--- src/rtl/pio_rx_uart.sv ---
// Drains one PIO RX FIFO and transmits each 32-bit word on tx as 8N1 UART, 4 raw bytes LSB-first.
// Define PIO_RX_UART_HEX_EN to send 8 uppercase hex digits plus CR LF per word instead.
module pio_rx_uart #(
  parameter int         CLK_DIV   = 217,
  parameter int         MINDEX    = 0,
  parameter logic [3:0] ACTION_RD = 4'd6
) (
  input  logic        clk_25mhz,
  input  logic        reset,
  input  logic        enable,
  input  logic [3:0]  rx_empty,
  input  logic [31:0] dout,
  output logic [3:0]  action,
  output logic [1:0]  mindex,
  output logic        tx,
  output logic        busy
);

`ifdef PIO_RX_UART_HEX_EN
  localparam int NCHARS = 10;
`else
  localparam int NCHARS = 4;
`endif
  localparam int BAUD_W = (CLK_DIV > 1) ? $clog2(CLK_DIV) : 1;

  typedef enum logic [2:0] {IDLE, READ, WAIT, CAPTURE, SEND} state_t;

  state_t            state, state_nxt;
  logic [BAUD_W-1:0] baud_cnt;
  logic [3:0]        bit_cnt;
  logic [3:0]        char_cnt;
  logic [31:0]       word;
  logic [8:0]        shreg;
  logic              tx_q;
  logic              sel_empty;
  logic              baud_wrap;
  logic              frame_end;
  logic              word_end;

  function automatic logic [7:0] char_of(input logic [31:0] w, input logic [3:0] idx);
`ifdef PIO_RX_UART_HEX_EN
    logic [3:0] nib;
    nib = w[5'd28 - {idx[2:0], 2'b00} +: 4];
    if (idx == 4'd8)
      return 8'h0D;
    if (idx == 4'd9)
      return 8'h0A;
    return (nib < 4'd10) ? (8'h30 + 8'(nib)) : (8'h37 + 8'(nib));
`else
    return 8'(w >> {idx, 3'b000});
`endif
  endfunction

  assign sel_empty = |(rx_empty & (4'b0001 << MINDEX));
  assign baud_wrap = (baud_cnt == BAUD_W'(CLK_DIV - 1));
  assign frame_end = baud_wrap && (bit_cnt == 4'd9);
  assign word_end  = frame_end && (char_cnt == 4'(NCHARS - 1));

  assign mindex = 2'(MINDEX);
  assign busy   = (state != IDLE);
  assign tx     = tx_q;

  always_ff @(posedge clk_25mhz) begin
    if (reset)
      state <= IDLE;
    else
      state <= state_nxt;
  end

  // READ is the strobe cycle; the PIO returns data one cycle later, captured in CAPTURE.
  always_comb begin
    state_nxt = state;
    action    = 4'd0;
    case (state)
      IDLE:    if (enable && !sel_empty) state_nxt = READ;
      READ: begin
        action    = ACTION_RD;
        state_nxt = WAIT;
      end
      WAIT:    state_nxt = CAPTURE;
      CAPTURE: state_nxt = SEND;
      SEND:    if (word_end) state_nxt = IDLE;
      default: state_nxt = IDLE;
    endcase
  end

  // tx is registered: the start bit is driven from the CAPTURE edge so it appears with SEND.
  always_ff @(posedge clk_25mhz) begin
    if (reset) begin
      baud_cnt <= '0;
      bit_cnt  <= '0;
      char_cnt <= '0;
      word     <= '0;
      shreg    <= '1;
      tx_q     <= 1'b1;
    end else if (state == CAPTURE) begin
      word     <= dout;
      baud_cnt <= '0;
      bit_cnt  <= '0;
      char_cnt <= '0;
      shreg    <= {1'b1, char_of(dout, 4'd0)};
      tx_q     <= 1'b0;
    end else if (state == SEND) begin
      if (!baud_wrap) begin
        baud_cnt <= baud_cnt + 1'b1;
      end else begin
        baud_cnt <= '0;
        if (bit_cnt != 4'd9) begin
          bit_cnt <= bit_cnt + 4'd1;
          tx_q    <= shreg[0];
          shreg   <= {1'b1, shreg[8:1]};
        end else if (word_end) begin
          bit_cnt  <= '0;
          char_cnt <= '0;
          tx_q     <= 1'b1;
        end else begin
          bit_cnt  <= '0;
          char_cnt <= char_cnt + 4'd1;
          shreg    <= {1'b1, char_of(word, char_cnt + 4'd1)};
          tx_q     <= 1'b0;
        end
      end
    end
  end

endmodule

--- config.mk ---
export PLATFORM = sky130hd
export DESIGN_NAME = pio_rx_uart
export DESIGN_NICKNAME = d
export VERILOG_FILES = /design/src/rtl/pio_rx_uart.sv
export SDC_FILE = /design/constraint.sdc
export NUM_CORES = 1
export LEC_CHECK = 0
export CAP_MARGIN = 0
export CELL_PAD_IN_SITES_DETAIL_PLACEMENT = 1
export CELL_PAD_IN_SITES_GLOBAL_PLACEMENT = 1
export CORE_UTILIZATION = 35
export CTS_CLUSTER_DIAMETER = 80
export DETAILED_ROUTE_END_ITERATION = 12
export GPL_ROUTABILITY_DRIVEN = 0
export GPL_TIMING_DRIVEN = 0
export PLACE_DENSITY_LB_ADDON = 0.12
export SLEW_MARGIN = 15
export SYNTH_ARGS = -nofsm -noshare
export SYNTH_HDL_FRONTEND = slang
export SYNTH_SLANG_ARGS = --single-unit
--- constraint.sdc ---
create_clock -name clk_25mhz -period 2.09 [get_ports clk_25mhz]
set_clock_uncertainty 0.1 [all_clocks]
set_input_delay 0.5225 -clock clk_25mhz [delete_from_list [all_inputs] [get_ports clk_25mhz]]
set_output_delay 0.5225 -clock clk_25mhz [all_outputs]
set_load 0.01 [all_outputs]
==> results_dict.tcl <==
set metrics [dict create \
    overflow 0 \
    fin_tns_setup_ps 0 \
    io_pins 47 \
    placement.cell_area_um2 3280 \
    critPathMaxFanout 5 \
    ys.flop_type "dfxtp_1" \
    hp-class "reg -> reg" \
    hold_viol_final 0 \
    grt_pass1_wl_um 12200 \
    syn_area_um2 2760 \
    post-cts-setup-buffers 0 \
    fmax_mhz 492 \
    critPathCaptureType "register" \
    grt_use_met3 0.0345 \
    slew_viol_final 0 \
    diodes 0 \
    yosys-top-cells-area "dfxtp_1 (44%), nand2_1 (12%), a21oi_1 (9.3%)" \
    yosysSeqAreaShare 0.436 \
    whs_ps 358 \
    cts_root_buffer "clkbuf_8" \
    fin_nets 420 \
    numCtsBuffers 9 \
    fp.dieH_um 90.8 \
    drive_gt1_frac 0.141 \
    ys_warn_count 0 \
    p_per_area_nw_per_um2 653 \
    vias 2462 \
    fin_util 0.457 \
    core_um2 7690 \
    ys_types 38 \
    outcome "finished clean" \
    grt-busiest-layer "met2" \
    drc 0 \
    use_met1 0.256 \
    start_util 0.359 \
    ys_ff_latch 60 \
    clock-sinks 60 \
    max_slew.worst_pin.slew_ps 584 \
    grt_usage 0.189 \
    h-tree-depth 3 \
    routed_wl_um 7270 \
    gr-usage-met2 0.295 \
    relSlewSlack 0.608 \
    path_clk_slew_ps 70 \
    drtIter0Drc 112 \
    crit_path_start_kind "register" \
    syn_inst 326 \
    cts_tree "done" \
    antenna_found_initial 0 \
    synth_largest_area_cell "dfxtp_1" \
    critPathRequiredTime_ps 2220 \
    stdcell_area_um2 3510 \
    rows 32 \
    synth_edf_count 0 \
    synth.avg_cell_area_um2 8.46 \
    viasPerCell 5.08 \
    port_buffers 38 \
    dp_hpwl_um 5280 \
    wire_per_inst_um 15.0 \
    ant_nets 0 \
    cts_hold_buf 0 \
    grt_pass1_vias 2462 \
    clk_path_buf_depth 2 \
    worstPathArrival_ps 2160 \
    synth.top_cell.area_share 0.436 \
    fill_cells 935 \
    p_leak_nw 1.28 \
    insertion_delay_ps 340 \
    grt_max_degree 13 \
    finalCritPeriodShare 0.973 \
    firstDrtPassIters 4 \
    areaGrowthSynthToFinish_pct 27.5 \
    irDropWorstVdd_mv 0.293 \
    dieArea_um2 8240 \
    min_period_ps 2030 \
    critPathKind "reg -> reg" \
    chipWidth_um 90.8 \
    cap_violations 0 \
    synthArstFlopShare 0 \
    setup_violations 0 \
]
-- placed cells by master, fill, tap and decap left out, types with 2 or more instances in the layout --
| cell | n |
|---|---|
| nand2_1 | 85 |
| dfxtp_1 | 59 |
| a21oi_1 | 51 |
| clkdlybuf4s50_1 | 35 |
| nor2_1 | 14 |
| clkbuf_1 | 9 |
| o21ai_0 | 9 |
| clkbuf_8 | 9 |
| mux4_2 | 8 |
| a221o_1 | 8 |
| o21ai_1 | 7 |
| buf_2 | 6 |
| inv_1 | 6 |
| buf_4 | 6 |
| nand3_1 | 6 |
| or3_1 | 5 |
| xnor2_1 | 5 |
| conb_1 | 4 |
| clkinvlp_4 | 4 |
| nor3b_2 | 3 |
| nand2b_1 | 3 |
| nor3_1 | 3 |
| xor2_1 | 3 |
| buf_6 | 2 |
| nand3b_1 | 2 |
| and3_1 | 2 |
| nand4_4 | 2 |
| ha_1 | 2 |
| dlygate4sd2_1 | 2 |
-- per-stage QoR --
step	setup WS, ps	cells	power, mW
after floorplan	85.0	329	1.28
after global placement	-164	469	1.39
after detailed placement	-189	469	1.39
after CTS	32.9	485	2.32
after global routing	-10.2	485	2.39
final	56.1	485	2.30
-- state kept, by name (all words and copies together), names as in the netlist --
| signal | cells |
|---|---|
| baud_cnt | 8 |
| bit_cnt | 4 |
| char_cnt | 4 |
| shreg | 8 |
| state | 3 |
| tx | 1 |
| word | 32 |
-- critical path, stage by stage (launching register included) --
cell     delay, ps
dfxtp_1        360
ha_4           310
buf_8          140
mux4_2         500
nand2_1         90
o21ai_0         80
a221o_1        340
-- metal layers --
metal	wire length, um	up-vias
met5	0	-
met4	144	0
met3	258	14
met2	3240	50
met1	3630	1178
li1	-	1220
-- layout make-up --
class	instances	area, um^2	area share
Buffer	25	151	0.0431
Clock buffer	9	124	0.0352
Clock inverter	7	52.6	0.0150
Inverter	6	22.5	0.00641
Multi-Input combinational cell	237	1430	0.407
Sequential cell	60	1200	0.342
Tap cell	102	128	0.0363
Timing Repair Buffer	39	403	0.115
-- cells by family (layout without fill, tap and decap cells) --
family | count (synthesis) | in the layout | share of synthesized area
buf+inv | 32 | 86 | 0.0603
compound gates | 79 | 79 | 0.162
simple gates | 135 | 135 | 0.237
xor+xnor | 8 | 8 | 0.0254
flops | 60 | 60 | 0.436
other cells | 1 | 4 | 0.00136
fa+ha+maj | 3 | 3 | 0.0136
mux | 8 | 8 | 0.0653
-- worst paths after layout --
kind                                   from        to  slack [ps]  cells past startpoint
worst max register to register  char_cnt[0]  shreg[0]          60                      6
worst max-delay path            char_cnt[0]  shreg[0]          60                      6
worst min-delay path                word[9]   word[9]         360                      2
worst min register to register      word[9]   word[9]         360                      2
-- cells in the mapped netlist (2+ instances only) --
cell	number
ha_1	3
nor3b_1	3
nor3_1	3
and3_1	2
a21oi_1	51
inv_1	6
nor2_1	15
o21ai_0	9
o21ai_1	7
nand2_1	85
or3_1	5
a221o_1	8
buf_4	6
xor2_1	3
nand4_4	2
mux4_2	8
nand3_1	6
buf_2	7
xnor2_1	5
dfxtp_1	60
nand3b_1	2
clkbuf_1	11
buf_6	2
nand2b_1	3
-- what timing repair did --
item / CTS / global route
setup endpoints to repair: 11 / 18
gates cloned: 0 / 1
gates resized for setup: 8 / 7
pin swaps: 0 / 0
-- power by group --
group	switching [mW]	leakage (nW)	internal, mW
Sequential	0.0104	0.485	1.16
Clock	0.506	0.0779	0.432
Combinational	0.0810	0.716	0.105
Total	0.597	1.28	1.70
Power figures use the tool's default switching activity.
